$ cat src/rtl/lookup_pkg.sv
// Shared constants and state encoding for the header-lookup front end of the
// binary-CAM route table.
package lookup_pkg;

    localparam int KEY_W              = 32;
    localparam int DEFAULT_DST_OFFSET = 30;

    // All-ones is the marker the CAM uses for an empty entry, so such a key
    // can never produce a meaningful hit.
    localparam logic [KEY_W-1:0] INVALID_KEY = 32'hFFFF_FFFF;

    typedef enum logic [2:0] {
        ST_IDLE   = 3'd0,
        ST_HDR    = 3'd1,
        ST_DRAIN  = 3'd2,
        ST_LOOKUP = 3'd3,
        ST_WAIT   = 3'd4,
        ST_RESP   = 3'd5
    } state_e;

endpackage

$ cat src/rtl/hdr_key_extract.sv
// Byte counter and destination-address shift register.
// Counts accepted bytes of the current frame, shifts the key bytes in
// big-endian order and flags when the key is complete or the frame ended
// before the key could be captured.
module hdr_key_extract #(
    parameter int DST_OFFSET = 30,
    parameter int KEY_W      = 32,
    parameter int CNT_W      = 16
) (
    input  logic             clk,
    input  logic             resetn,
    input  logic             clr,
    input  logic             beat,
    input  logic [7:0]       data,
    input  logic             last,
    output logic [KEY_W-1:0] key,
    output logic             key_done,
    output logic             runt
);

    localparam logic [CNT_W-1:0] KEY_FIRST = CNT_W'(DST_OFFSET);
    localparam logic [CNT_W-1:0] KEY_LAST  = CNT_W'(DST_OFFSET + KEY_W/8 - 1);
    localparam logic [CNT_W-1:0] CNT_MAX   = '1;

    logic [CNT_W-1:0] cnt;
    logic             in_key;

    assign in_key   = (cnt >= KEY_FIRST) && (cnt <= KEY_LAST);
    assign key_done = beat && (cnt == KEY_LAST);
    // Once the counter has passed the key it only grows or saturates, so a
    // late tlast is never mistaken for a runt.
    assign runt     = beat && last && (cnt < KEY_LAST);

    // Count accepted bytes (saturating) and shift key bytes in MSB first
    always_ff @(posedge clk) begin
        if (!resetn || clr) begin
            cnt <= '0;
            key <= '0;
        end else if (beat) begin
            if (cnt != CNT_MAX) begin
                cnt <= cnt + 1'b1;
            end
            if (in_key) begin
                key <= {key[KEY_W-9:0], data};
            end
        end
    end

endmodule

$ cat src/rtl/hdr_lookup_ctrl.sv
// Header lookup controller: extracts the IPv4 destination address from each
// frame, issues one CAM match per frame and returns hit/index/key on a
// valid/ready result port.
// Optional build macro LOOKUP_STATS_EN adds saturating hit/miss/runt counters.
//
//   state  | meaning
//   IDLE   | waiting for byte 0 of a frame
//   HDR    | counting header bytes, capturing the key
//   DRAIN  | key captured, discarding bytes up to tlast
//   LOOKUP | one-cycle CAM match strobe (skipped for the invalid key)
//   WAIT   | CAM result registered, sampled at end of cycle
//   RESP   | result held on res_* until res_ready
module hdr_lookup_ctrl #(
    parameter int DST_OFFSET = lookup_pkg::DEFAULT_DST_OFFSET,
    parameter int KEY_W      = lookup_pkg::KEY_W,
    parameter int MEMDBITS   = 9,
    parameter int CNT_W      = 16
) (
    input  logic                clk,
    input  logic                resetn,
    input  logic [7:0]          s_tdata,
    input  logic                s_tvalid,
    input  logic                s_tlast,
    output logic                s_tready,
    output logic                cam_match_en,
    output logic [KEY_W-1:0]    cam_key,
    input  logic                cam_match,
    input  logic [MEMDBITS-1:0] cam_match_addr,
    output logic                res_valid,
    input  logic                res_ready,
    output logic                res_hit,
    output logic [MEMDBITS-1:0] res_index,
    output logic [KEY_W-1:0]    res_key
`ifdef LOOKUP_STATS_EN
    ,
    output logic [31:0]         stat_hit,
    output logic [31:0]         stat_miss,
    output logic [31:0]         stat_runt
`endif
);

    import lookup_pkg::*;

    state_e           state;
    state_e           state_nxt;
    logic             beat;
    logic             key_done;
    logic             runt;
    logic             res_done;
    logic             clr;
    logic             key_invalid;
    logic [KEY_W-1:0] key;

    assign s_tready    = (state == ST_IDLE) || (state == ST_HDR) || (state == ST_DRAIN);
    assign beat        = s_tvalid && s_tready;
    assign res_done    = (state == ST_RESP) && res_ready;
    assign clr         = runt || res_done;
    assign key_invalid = (key == INVALID_KEY);

    assign cam_match_en = (state == ST_LOOKUP) && !key_invalid;
    assign cam_key      = cam_match_en ? key : '0;
    assign res_valid    = (state == ST_RESP);

    hdr_key_extract #(
        .DST_OFFSET (DST_OFFSET),
        .KEY_W      (KEY_W),
        .CNT_W      (CNT_W)
    ) u_extract (
        .clk      (clk),
        .resetn   (resetn),
        .clr      (clr),
        .beat     (beat),
        .data     (s_tdata),
        .last     (s_tlast),
        .key      (key),
        .key_done (key_done),
        .runt     (runt)
    );

    // Next-state decode for the frame/lookup sequence
    always_comb begin
        state_nxt = state;
        unique case (state)
            ST_IDLE: begin
                if (beat && !runt) begin
                    state_nxt = ST_HDR;
                end
            end
            ST_HDR: begin
                if (runt) begin
                    state_nxt = ST_IDLE;
                end else if (key_done) begin
                    state_nxt = s_tlast ? ST_LOOKUP : ST_DRAIN;
                end
            end
            ST_DRAIN: begin
                if (beat && s_tlast) begin
                    state_nxt = ST_LOOKUP;
                end
            end
            ST_LOOKUP: state_nxt = key_invalid ? ST_RESP : ST_WAIT;
            ST_WAIT:   state_nxt = ST_RESP;
            ST_RESP: begin
                if (res_ready) begin
                    state_nxt = ST_IDLE;
                end
            end
            default:   state_nxt = ST_IDLE;
        endcase
    end

    // State register
    always_ff @(posedge clk) begin
        if (!resetn) begin
            state <= ST_IDLE;
        end else begin
            state <= state_nxt;
        end
    end

    // Result capture: key at LOOKUP, CAM outcome at end of WAIT, held through RESP
    always_ff @(posedge clk) begin
        if (!resetn) begin
            res_hit   <= 1'b0;
            res_index <= '0;
            res_key   <= '0;
        end else begin
            if (state == ST_LOOKUP) begin
                res_key <= key;
                if (key_invalid) begin
                    res_hit   <= 1'b0;
                    res_index <= '0;
                end
            end else if (state == ST_WAIT) begin
                res_hit   <= cam_match;
                res_index <= cam_match ? (cam_match_addr - MEMDBITS'(1)) : '0;
            end
        end
    end

`ifdef LOOKUP_STATS_EN
    // Saturating counters: hit/miss at result handshake, runt at detection
    always_ff @(posedge clk) begin
        if (!resetn) begin
            stat_hit  <= '0;
            stat_miss <= '0;
            stat_runt <= '0;
        end else begin
            if (res_done) begin
                if (res_hit) begin
                    if (stat_hit != '1) begin
                        stat_hit <= stat_hit + 32'd1;
                    end
                end else if (stat_miss != '1) begin
                    stat_miss <= stat_miss + 32'd1;
                end
            end
            if (runt && (stat_runt != '1)) begin
                stat_runt <= stat_runt + 32'd1;
            end
        end
    end
`endif

endmodule

$ cat config.mk
export PLATFORM = sky130hd
export DESIGN_NAME = hdr_lookup_ctrl
export DESIGN_NICKNAME = d
export VERILOG_FILES = /design/src/rtl/lookup_pkg.sv /design/src/rtl/hdr_key_extract.sv /design/src/rtl/hdr_lookup_ctrl.sv
export SDC_FILE = /design/constraint.sdc
export NUM_CORES = 1
export LEC_CHECK = 0
export ABC_AREA = 1
export ABC_CLOCK_PERIOD_IN_PS = 2430
export BUFFER_PORTS_ARGS = -buffer_cell sky130_fd_sc_hd__clkbuf_2
export CELL_PAD_IN_SITES_DETAIL_PLACEMENT = 1
export CELL_PAD_IN_SITES_GLOBAL_PLACEMENT = 2
export CORE_MARGIN = 4
export CORE_UTILIZATION = 31
export DETAILED_ROUTE_END_ITERATION = 6
export HOLD_SLACK_MARGIN = 0.12
export PLACE_DENSITY = 0.9
export SLEW_MARGIN = 20
export SYNTH_ARGS = -nofsm -noshare
export SYNTH_HDL_FRONTEND = slang
export SYNTH_SLANG_ARGS = --single-unit
$ cat constraint.sdc
create_clock -name clk -period 2.43 [get_ports clk]
set_clock_uncertainty 0.15 [all_clocks]
set_input_delay 0.3645 -clock clk [delete_from_list [all_inputs] [get_ports clk]]
set_output_delay 0.3645 -clock clk [all_outputs]
set_load 0.03 [all_outputs]
Word-level counts from Yosys, hierarchy flattened
Cells that the tools add are included.
{ "op_classes": {"magnitude_cmp": 3, "mux": 16, "n_eq_ne": 13, "n_reduce_logical": 21, "add_sub_neg": 2} }
{ "op_table": {"columns": ["operator", "n"], "rows": [
  ["$mux W9", 4],
  ["$eq A32 B32 Y1 const B", 1],
  ["$mux W32", 1],
  ["$pmux W3 S6", 1],
  ["$add A16 B1 Y16 const B", 1],
  ["$eq A16 B6 Y1 const B", 1],
  ["$ge A16 B5 Y1 const B", 1],
  ["$le A16 B6 Y1 const B", 1],
  ["$lt A16 B6 Y1 const B", 1],
  ["$ne A16 B16 Y1 const B", 1],
  ["$mux W3", 5],
  ["$sub A9 B1 Y9 const B", 1],
  ["$logic_and A1 B1 Y1", 8],
  ["$eq A3 B2 Y1 const B", 2],
  ["$eq A3 B3 Y1 const B", 2],
  ["$ne A2 B1 Y1 const B", 3],
  ["$reduce_and A2 Y1", 3],
  ["$mux W1", 5],
  ["$logic_or A1 B1 Y1", 4],
  ["$reduce_and A4 Y1", 1],
  ["$eq A3 B1 Y1 const B", 1],
  ["$logic_not A1 Y1", 3],
  ["$logic_not A3 Y1", 1],
  ["$ne A3 B3 Y1 const B", 1],
  ["other kinds (2)", 2]
]} }
{ "word_totals": {"output_inout_bits": 77, "inputBits": 23, "wordCells": 61, "register_bits": 93} }

Depth between registers and ports, before layout
{ "depth": {"word_depth": 10, "mapped_depth": 12} }

Cells and area by module
A second synthesis with hierarchy kept.
{ "hier_totals": {"hier_cells": 712, "area_unflattened_um2": 4817.1} }
{ "by_module_without_submodules": {"columns": ["module", "cells_per_inst", "area_each_um2", "instances"], "rows": [
  ["hdr_key_extract", 389, 2568.7, 1],
  ["hdr_lookup_ctrl", 323, 2248.4, 1]
]} }

Worst setup path after synthesis
OpenSTA, ideal clock, no wires.
{ "synth_timing": {"path_kind": "reg-to-output", "startpoint": "register u_extract.key[18]", "endpoint": "output cam_key[22]", "arrival_time_ns": 1.401, "path_stages_with_launch": 8, "t_required_ns": 1.916, "setup_slack_ns": 0.515, "cell_sequence": "dfxtp_1 -> inv_1 -> nor3_1 -> nand4_1 -> or2_2 -> nand2_2 -> buf_2 -> nor2_1"} }
{ "synth_via": {"elab_chain_cells": 4} }
{ "synth_lines": {"columns": ["item", "line_no", "text"], "rows": [
  ["start: declaration", "hdr_key_extract.sv:16", "output logic [KEY_W-1:0] key,"],
  ["start signal: assignment", "hdr_key_extract.sv:44", "key <= {key[KEY_W-9:0], data};"],
  ["$eq A32 B32 Y1", "hdr_lookup_ctrl.sv:58", "assign key_invalid = (key == INVALID_KEY);"],
  ["$logic_not A1 Y1", "hdr_lookup_ctrl.sv:60", "assign cam_match_en = (state == ST_LOOKUP) && !key_invalid;"],
  ["$logic_and A1 B1 Y1", "hdr_lookup_ctrl.sv:60", null],
  ["$mux W32", "hdr_lookup_ctrl.sv:61", "assign cam_key = cam_match_en ? key : '0;"],
  ["end: declaration", "hdr_lookup_ctrl.sv:26", "output logic [KEY_W-1:0] cam_key,"]
]} }
Every way passes these cells.

Worst setup path in the final report
{ "layout_timing": {"startpoint": "register u_extract.key[10]", "endpoint": "output cam_key[1]"} }
The elaborated chain is that of the path after synthesis.

==> results.cfg <==
[floorplanning]
die-height_microns = 128
io-pin-count = 100
row_count = 43
die_w_microns = 128
floorplan.initialDensity_pct = 32.0
core_area_sq_mm = 0.0140
dieArea_sq_mm = 0.0165

[synth]
syn_area_sq_mm = 0.00449
syn_nets = 711
synth_top_area_share_pct = 41.4
yosys.cell_types.count = 32
syn-instance-count = 683
synth_area_leader_cell = dfxtp_1
synth.avg_cell_area_sq_um = 6.58
ys.warnings.count = 0
seq_area_frac_synth_pct = 41.4
ys_ff_latch = 93
synthTopCellsByArea = dfxtp_1 41%, nand2_1 17%, nor2_1 11%

[route]
vias_per_cell = 4.69
routed_wl_microns = 14900
drtIter0Drc = 214
via_count = 4631
ant_nets = 0
wl_per_cell_microns = 15.0
drcViolationCount = 0
dr.pass1.iters = 4

[critical_path]
cp_max_fo = 22
crit_required_ps = 1920
path_cells = inv_4, nor3_4, nand4_1, or2_4, nand2_8, buf_12, nor2_1, buf_2
critPathKind = reg2out
arrival_ps = 1840
worstSetupEndpointType = output pin
cpPeakStageDelay_ps = 380
worst_path_max_delay_cell = dfxtp_4
crit_path_start_kind = register

[pwr]
swShare_pct = 27.9
power_mw = 3.71
power_density_mw_per_mm2 = 632
clock_power_share_pct = 42.0
internal_power_mw = 2.67
p_comb_share_pct = 15.1
cellLeakagePower_nw = 2.74
pwr-share-seq_pct = 42.9
ir_drop_v = 0.000325
power.switching_mw = 1.03

[run]
drv_cap = 0

[timing]
post-route-min-period_ps = 2350
worst_slew_pin_slew_ps = 503
timing.final.ws_setup_ps = 78.6
drv_slew = 0
finalSetupViolations = 0
final_hold_viol_count = 0
min_period_over_period_pct = 96.8
max_slew_margin_pct = 66.2
fmax_mhz = 425

[worst_hold_path]
hold_path_class = in2reg

[finish]
layout.cells.most_common_list = 196 x nand2_1, 120 x nor2_1, 87 x clkbuf_2
area_growth_pct = 30.6
drive_above_1_share_pct = 25.1
fin_util_pct = 41.8
final_cells = 988
final_common_cell = nand2_1
final_area_sq_mm = 0.00587
diodes = 0
nNetsFinal = 831

[place]
placed_cell_area_sq_mm = 0.00526
placed_cells = 959
dp_hpwl_microns = 11000
dp_slack_ps = 154
port_buffers = 99
place.gp.congestion = 0.886

[clocking]
cts_tree = built
cts_made_buffers = 9
clock-sinks = 93
clockBufferDepth = 2
htree_levels = 3
insertion_delay_ps = 350
clk_pin_slew_ps = 70
root_buffer = clkbuf_16

[global_route]
grt_pass1_vias = 4763
grt_pass1_wl_microns = 23800
grt_start_max_net_pins = 41
gr-usage-all-layers_pct = 18.0
antenna_found_initial = 0
grt-ovfl-total = 0

[status]
status = finished, final reports clean
[per-stage QoR]
step                      hold slack [ps]  setup TNS (ps)
after floorplan                       294               0
after global placement                303               0
after detailed placement              306               0
after CTS                             132               0
after global routing                  150           -8.36
final                                 142               0
[power by group through the flow]
stage / combinational, mW / clock, mW / sequential [mW]
after global placement: 0.503 / 0 / 1.62
after detailed placement: 0.519 / 0 / 1.62
after global routing: 0.629 / 1.65 / 1.59
after CTS: 0.566 / 1.58 / 1.59
after floorplan: 0.366 / 0 / 1.62
final: 0.560 / 1.56 / 1.59
[Yosys cell counts]
library cell    n
buf_4           5
a31oi_1         1
clkinv_1        1
a21oi_1        53
nor2_4          1
nor3_2          2
buf_2           6
dfxtp_1        93
nand4_2         1
nand2_1       198
a31o_2          1
or2_2           2
o21ai_0        11
nor3_1         13
nor4_2          1
nand4_1         4
inv_2           7
nor2_2          3
nand3_1        40
nor2_1        127
nand2_2         3
nand3_2         1
inv_1          73
buf_6           4
nand3_4         2
o21ai_1         1
o21a_1          1
clkbuf_1       12
xnor2_1         1
o2111ai_1       1
ha_1            5
xor2_1          9
[timing repair]
item,CTS,global route
hold buffers,7,0
buffers inserted,2,3
setup endpoints to repair,33,33
gates cloned,1,0
hold endpoints to repair,7,0
pin swaps,3,7
gates resized for setup,30,39
[critical path: cells and delay by family (launching register included)]
family        cells  cell delay [ps]
buf+inv           3              390
flops             1              380
simple gates      5              710
[state kept, by name (all words and copies together) (netlist names)]
register and cells:
state 3, u_extract.key 32, res_index 9, u_extract.cnt 16, res_hit 1, res_key 32
[routing by layer]
| metal | track usage, % | share of wire, % |
|---|---|---|
| met2 | 30.3 | 48 |
| met5 | 0 | 0 |
| met4 | 6.80 | 1.8 |
| met1 | 23.3 | 46 |
| met3 | 2.74 | 4.7 |
[cell type report]
class,count,area (sq um)
inverter,81,307
fill,1841,8170
timing repair buffer,136,877
multi-input combinational,482,2230
clock inverter,5,82.6
sequential,93,1900
tap,180,225
clock buffer,11,243
[worst paths after layout]
| kind | cells past startpoint | to | startpoint | slack (ps) |
|---|---|---|---|---|
| max | 8 | cam_key[1] | u_extract.key[10]$_SDFFE_PP0P_ | 80 |
| min | 3 | u_extract.key[0]$_SDFFE_PP0P_ | s_tdata[0] | 140 |
| max reg2reg | 9 | u_extract.key[13]$_SDFFE_PP0P_ | u_extract.cnt[0]$_SDFFE_PP0P_ | 310 |
| min reg2reg | 2 | res_key[24]$_SDFFE_PN0N_ | res_key[24]$_SDFFE_PN0N_ | 310 |
[cell families (layout without fill, tap and decap cells)]
group	count (synthesis)	in the layout	synth area share, %
AOI/OAI and AO/OA	69	69	7.94
xor gates and xnor gates	10	10	1.95
adders and majority gates	5	5	1.39
buffers and inverters	108	233	10.3
DFF	93	93	41.4
and+or+nand+nor	398	398	37.0
(Power assumes the default switching activity.)
